**config.mk**
```make
export PLATFORM = sky130hd
export DESIGN_NAME = seg_scan_driver_flat
export DESIGN_NICKNAME = d
export VERILOG_FILES = /design/src/rtl/seg_scan_if.sv /design/src/rtl/seg_scan_driver.sv /design/src/flat_wrapper.sv
export SDC_FILE = /design/constraint.sdc
export NUM_CORES = 1
export LEC_CHECK = 0
export BUFFER_PORTS_ARGS = -buffer_cell sky130_fd_sc_hd__buf_2
export CAP_MARGIN = 20
export CORE_AREA = 2 2 95 74
export DETAILED_ROUTE_END_ITERATION = 8
export DIE_AREA = 0 0 97 76
export SLEW_MARGIN = 20
export SYNTH_ARGS = -nofsm -noshare
export SYNTH_HDL_FRONTEND = slang
export SYNTH_SLANG_ARGS = --single-unit
```
**constraint.sdc**
```tcl
create_clock -name clk -period 4.47 [get_ports clk]
set_input_delay 0.894 -clock clk [delete_from_list [all_inputs] [get_ports clk]]
set_output_delay 0.894 -clock clk [all_outputs]
set_load 0.02 [all_outputs]
```
**src/rtl/seg_scan_if.sv**
```systemverilog
// Bus between a display controller and seg_scan_driver: digit-buffer writes,
// scan enable and the registered multiplexed segment/anode drive.
interface seg_scan_if;
    logic       load_syn;
    logic [1:0] wr_addr;
    logic [6:0] seg_in;
    logic       scan_en;
    logic [6:0] seg_out;
    logic [3:0] an;
    logic [1:0] digit_idx;

    modport master (
        output load_syn, wr_addr, seg_in, scan_en,
        input  seg_out, an, digit_idx
    );

    modport slave (
        input  load_syn, wr_addr, seg_in, scan_en,
        output seg_out, an, digit_idx
    );
endinterface

```
**src/rtl/seg_scan_driver.sv**
```systemverilog
// Four-digit multiplexed seven-segment scanner with a write-anytime digit buffer.
// Define SEG_SCAN_BLANK_EN to insert an all-off gap of BLANK_CYC clocks between digits.
module seg_scan_driver #(
    parameter int SCAN_DIV  = 50000,
    parameter int BLANK_CYC = 16
) (
    input logic       clk,
    input logic       rst_syn,
    seg_scan_if.slave bus
);
    localparam int CW = $clog2(SCAN_DIV);
    localparam logic [CW-1:0] CNT_MAX = CW'(SCAN_DIV - 1);

    if (SCAN_DIV < 2 || SCAN_DIV > (1 << 20)) begin : g_bad_scan_div
        $error("seg_scan_driver: SCAN_DIV must be within 2..2^20");
    end
    if (BLANK_CYC < 1 || BLANK_CYC > 255) begin : g_bad_blank_cyc
        $error("seg_scan_driver: BLANK_CYC must be within 1..255");
    end

    logic [6:0]    digit_buf [4];
    logic [CW-1:0] cnt;
    logic [1:0]    idx;
    logic [6:0]    seg_q;
    logic [3:0]    an_q;
    logic          showing;

`ifdef SEG_SCAN_BLANK_EN
    typedef enum logic {SHOW, BLANK} state_t;
    localparam logic [7:0] BLANK_MAX = 8'(BLANK_CYC - 1);

    state_t     state;
    logic [7:0] blank_cnt;

    assign showing = bus.scan_en && (state == SHOW);
`else
    assign showing = bus.scan_en;
`endif

    // The output register samples the buffer and index as they stood before
    // this edge, so any write or index change reaches the pins one clock later.
    always_ff @(posedge clk) begin
        if (!rst_syn) begin
            for (int i = 0; i < 4; i++) begin
                digit_buf[i] <= '0;
            end
            cnt   <= '0;
            idx   <= '0;
            seg_q <= '0;
            an_q  <= 4'b1111;
`ifdef SEG_SCAN_BLANK_EN
            state     <= SHOW;
            blank_cnt <= '0;
`endif
        end else begin
            if (bus.load_syn) begin
                digit_buf[bus.wr_addr] <= bus.seg_in;
            end

            if (bus.scan_en) begin
`ifdef SEG_SCAN_BLANK_EN
                case (state)
                    SHOW: begin
                        if (cnt == CNT_MAX) begin
                            cnt   <= '0;
                            state <= BLANK;
                        end else begin
                            cnt <= cnt + 1'b1;
                        end
                    end
                    BLANK: begin
                        if (blank_cnt == BLANK_MAX) begin
                            blank_cnt <= '0;
                            idx       <= idx + 2'd1;
                            state     <= SHOW;
                        end else begin
                            blank_cnt <= blank_cnt + 8'd1;
                        end
                    end
                    default: state <= SHOW;
                endcase
`else
                if (cnt == CNT_MAX) begin
                    cnt <= '0;
                    idx <= idx + 2'd1;
                end else begin
                    cnt <= cnt + 1'b1;
                end
`endif
            end

            if (showing) begin
                seg_q <= digit_buf[idx];
                an_q  <= ~(4'b0001 << idx);
            end else begin
                seg_q <= '0;
                an_q  <= 4'b1111;
            end
        end
    end

    assign bus.seg_out   = seg_q;
    assign bus.an        = an_q;
    assign bus.digit_idx = idx;
endmodule

```
**src/flat_wrapper.sv**
```systemverilog
// flat-port wrapper written by rule: the top's interface ports become plain ports
module seg_scan_driver_flat 
#(
    parameter int SCAN_DIV  = 50000,
    parameter int BLANK_CYC = 16
)
  (clk, rst_syn, bus_load_syn, bus_wr_addr, bus_seg_in, bus_scan_en, bus_seg_out, bus_an, bus_digit_idx);
  seg_scan_if bus_i ();
  input logic clk;
  input logic rst_syn;
  input wire logic [$bits(bus_i.load_syn)-1:0] bus_load_syn;
  input wire logic [$bits(bus_i.wr_addr)-1:0] bus_wr_addr;
  input wire logic [$bits(bus_i.seg_in)-1:0] bus_seg_in;
  input wire logic [$bits(bus_i.scan_en)-1:0] bus_scan_en;
  output wire logic [$bits(bus_i.seg_out)-1:0] bus_seg_out;
  output wire logic [$bits(bus_i.an)-1:0] bus_an;
  output wire logic [$bits(bus_i.digit_idx)-1:0] bus_digit_idx;
  assign bus_i.load_syn = bus_load_syn;
  assign bus_i.wr_addr = bus_wr_addr;
  assign bus_i.seg_in = bus_seg_in;
  assign bus_i.scan_en = bus_scan_en;
  assign bus_seg_out = bus_i.seg_out;
  assign bus_an = bus_i.an;
  assign bus_digit_idx = bus_i.digit_idx;
  seg_scan_driver #(.SCAN_DIV(SCAN_DIV), .BLANK_CYC(BLANK_CYC)) u_core (.clk(clk), .rst_syn(rst_syn), .bus(bus_i));
endmodule
```
Word level (Yosys, flattened, before mapping) --
Memories as Yosys holds them, arrays and structs flattened. A register that Yosys moved wholly into a read port is not among the register bits. Index checks and enable logic that the tools add are counted. Widths: inputs -> output; s select.
Word-level totals: bits in read-only memories 0, input port bits 13, logic and storage cells 21, bits in latches 0, memory bits (writable) 28, memories kept 1, register bits 22
Memories:
- u_core.digit_buf | depth 4, bits a word 7, rd ports 1, clocked after Yosys merged registers in 1, wr ports 4, RTL line seg_scan_driver.sv:21 | logic [6:0] digit_buf [4];
Cells by class: multipliers 0, add/subtract/negate cells 2, eq/ne operators 1, mux-type cells 8, magnitude comparators 0, reductions and logical operators 4, shift-type cells 1, div/mod/pow operators 0, bitwise logic cells 1
Operator list (count):
- $add 16x1->16 const B | 1
- $eq 16x16->1 const B | 1
- $mux 16 | 1
- $mux 7 | 1
- $reduce_or 7->1 | 1
- $mux 1 | 5
- $not 4->4 | 1
- $reduce_and 2->1 | 2
- $shl 1x2->4 const A | 1
- $add 2x1->2 const B | 1
- $mux 2 | 1
- $logic_not 1->1 | 1

Logic depth before layout (Yosys ltp) --
word-level depth 5, gate-level depth with buffers 6

Worst setup path before layout --
Ideal clock, no wire load.
path kind in2reg, start input bus_scan_en, end register u_core.cnt[15], stages 5, setup time 0.070 ns, required time 4.400 ns, slack 2.265 ns, path buffers 1, arrival 2.135 ns, path through buf_4 nand3_2 or4_4 or3_1 a21oi_1
RTL lines:
- start, declared | RTL line flat_wrapper.sv:14 | input wire logic [$bits(bus_i.scan_en)-1:0] bus_scan_en;
- end signal, assigned | RTL line seg_scan_driver.sv:87 | cnt <= cnt + 1'b1;
- end, declared | RTL line seg_scan_driver.sv:22 | logic [CW-1:0] cnt;

==> Implementation_results.wiki <==
{| class="wikitable"
! Metric !! Value
|-
| Gpl congestion || 0.785
|-
| Vias in the first global route || 1,486
|-
| Register cell area after layout || 1420 um^2
|-
| Maximum clock insertion buffer count || 2
|-
| Net switching component of the power || 244 uW
|-
| Overall via count from detail_route || 1,518
|-
| Average size of a mapped cell || 12.4 um^2
|-
| Slew at the pin closest to its max-slew limit || 0.892 ns
|-
| Count of different cell masters after synthesis || 32
|-
| CP Data Required Time || 4.48 ns
|-
| Part of the power in the clock network || 38.5%
|-
| Max-capacitance violation count || 0
|-
| Synthesized netlist net count || 214
|-
| Total placed cells including tap cells || 299
|-
| Avg Vias per Cell || 4.82
|-
| CP Class || in -> reg
|-
| Top-level I/O count || 26
|-
| Netlist area before placement || 2430 um^2
|-
| Antenna diodes || 0
|-
| H-tree depth || 3
|-
| Worst Hold Margin || 0.504 ns
|-
| Maximum fanout along the worst path || 26
|-
| Post-CTS setup-driven buffer insertion count || 0
|-
| Worst slew margin relative to its limit || 40.4%
|-
| Final number of hold-violating endpoints || 0
|-
| Setup total negative slack || 0 ns
|-
| Total DRC errors in the routed layout || 0
|-
| Area of the multi-input gates || 962 um^2
|-
| Filler cells || 628
|-
| Initial Utilization || 37.2%
|-
| Initial DRC Count || 87
|-
| # nets final || 244
|-
| RSZ-0062 raised after global routing || no
|-
| Worst VDD drop || 0.108 mV
|-
| Areal power density over the cells || 371 nW/um^2
|-
| Clock Latency Late Sink || 0.33 ns
|-
| Synth async-reset ratio || 0%
|-
| Number of synthesized flops with an enable pin || 28
|-
| Portion of the clock cycle consumed by the worst path in the final layout || 52.1%
|-
| Initial antenna violation count || 0
|-
| Layout area overhead || 14.9%
|-
| Int Pwr || 792 uW
|-
| Share of total power consumed by net switching || 23.6%
|-
| Routed wirelength normalized by instance count || 15.1 um
|-
| Largest cells by area after synthesis || edfxtp_1 (35%), dfxtp_1 (24%), mux4_2 (6.5%)
|-
| Post-route antenna net violation count || 0
|-
| Hold WC Path Type || reg -> reg
|-
| Post-synthesis sequential area ratio || 58.5%
|-
| Number of hold buffers added after CTS || 0
|-
| Most frequently used cell type in the post-synthesis netlist || dfxtp_1
|-
| Count of non-filler cells in the finished layout || 315
|-
| Buffers added on ports || 25
|-
| Peak clock frequency supported by timing || 430 MHz
|-
| Kind of start point of the critical path || input pin
|-
| P_leak || 0.00105 uW
|-
| Num rows || 26
|-
| Worst reg2reg setup slack || 2.44 ns
|-
| Seq pwr share || 56.4%
|-
| Arrival time reported for the critical path endpoint || 2.33 ns
|-
| Category of the worst setup path capture point || flop
|-
| Commonest cells post-synth || dfxtp_1 (29), edfxtp_1 (28), and2_1 (22)
|-
| Final number of setup-violating endpoints || 0
|-
| Gate count of the mapped netlist || 196
|-
| Post-CTS Resized || 0
|-
| Top flip-flop cell by instance count after synthesis || dfxtp_1
|-
| Share of the synthesized area in the top cell type || 34.6%
|-
| Proportion of power drawn by combinational gates || 5.1%
|-
| CTS tree || yes
|-
| X dimension of the die || 97 um
|-
| Root Buffer || clkbuf_8
|-
| Post-route clock skew || 0.00822 ns
|-
| Height of the die || 76 um
|-
| Die ar. || 7370 um^2
|-
| Estimated wirelength of the detail-placed design || 3.22 mm
|-
| Wire length of the first global-routing pass || 7.96 mm
|-
| Total Routed Length || 4.75 mm
|-
| Pin count of the biggest net entering global routing || 27
|-
| Global routing usage summed across all routing layers || 14.3%
|-
| CTS clock-pin slew for the worst setup and hold paths || 0.06 ns
|-
| Number of CTS-inserted buffers || 9
|-
| Slew Limit Fails || 0
|-
| Min cycle time layout || 2.33 ns
|-
| Cell type with the largest total area after synthesis || edfxtp_1
|-
| Run status || finished clean
|-
| Fraction of final layout cells sized beyond drive strength 1 || 21.2%
|-
| Sink Count || 57
|-
| Yosys synthesis warning count || 0
|-
| Number of flip-flops and latches in the synthesized netlist || 57
|-
| Count of TritonRoute iterations in the first routing pass || 4
|-
| Core area || 6540 um^2
|-
| GRT overflow || 0
|}
==> area by class of cell <==
cell class / instances / share of cell area [%]
Sequential cell: 57 / 50.9
Multi-Input combinational cell: 128 / 34.5
Clock buffer: 12 / 4.84
Timing Repair Buffer: 26 / 4.75
Tap cell: 84 / 3.76
Clock inverter: 4 / 0.762
Inverter: 4 / 0.538
==> flip-flops by register name (all words and copies together) (netlist names) <==
name	flops
u_core.bus.an	4
u_core.bus.digit_idx	2
u_core.bus.seg_out	7
u_core.cnt	16
u_core.digit_buf	28
==> worst paths after layout <==
path,cells after the start,start,to
setup / recovery,4,rst_syn,u_core.digit_buf[1][5]$_SDFFCE_PN0P_
hold / removal,2,u_core.cnt[15]$_SDFFE_PN0P_,u_core.cnt[15]$_SDFFE_PN0P_
setup reg to reg,5,u_core.cnt[0]$_SDFFE_PN0P_,u_core.cnt[14]$_SDFFE_PN0P_
hold reg to reg,2,u_core.cnt[15]$_SDFFE_PN0P_,u_core.cnt[15]$_SDFFE_PN0P_
==> kinds of logic after synthesis <==
kind of cell | count (synthesis) | share of synthesized area, %
fa+ha+maj | 5 | 2.57
buf+inv | 11 | 1.96
xor+xnor | 14 | 5.04
simple gates | 95 | 23.6
compound gates | 5 | 1.03
flops | 57 | 58.5
mux | 9 | 7.31
==> stage by stage <==
stage | power [uW] | area (um^2) | utilization [%] | setup WS (ns)
after floorplan | 623 | 2430 | - | 2.26
after global placement | 647 | 2640 | 40.3 | 1.88
after detailed placement | 648 | 2640 | 40.3 | 1.78
after CTS | 1050 | 2790 | 42.7 | 2.14
after global routing | 1080 | 2790 | 42.7 | 1.87
final | 1040 | 2790 | 42.7 | 2.14
==> layer usage <==
| metal | track usage (%) | wire length [um] |
|---|---|---|
| met2 | 18.4 | 1880 |
| met4 | 8.59 | 146 |
| met3 | 3.67 | 254 |
| met1 | 21.2 | 2470 |
| met5 | 0 | 0 |
==> critical path: stages <==
cell	delay (ns)
buf_2	0.34
nand2_1	0.15
nor3b_1	0.57
nand2b_1	0.38
==> placed cells by master (no fill, tap or decap), types with 3 or more instances in the layout <==
master / instances
o21ai_0: 3
and2_1: 22
clkbuf_1: 3
clkbuf_8: 9
edfxtp_1: 28
ha_1: 5
dfxtp_1: 29
nand4_1: 4
mux4_2: 7
inv_1: 4
and3_1: 14
buf_2: 25
nand3_1: 9
xor2_1: 4
xnor2_1: 10
nand2_1: 7
nor2_1: 16
nor3_1: 5
==> power groups by stage <==
stage	clock [uW]	combinational, uW	sequential [uW]
6_report	399	53.0	584
4_1_cts	408	53.5	584
5_1_grt	431	59.2	586
2_1_floorplan	0	28.9	594
3_5_place_dp	0	53.4	595
3_3_place_gp	0	52.6	595
Note: power is estimated with default switching activity, not from simulation.
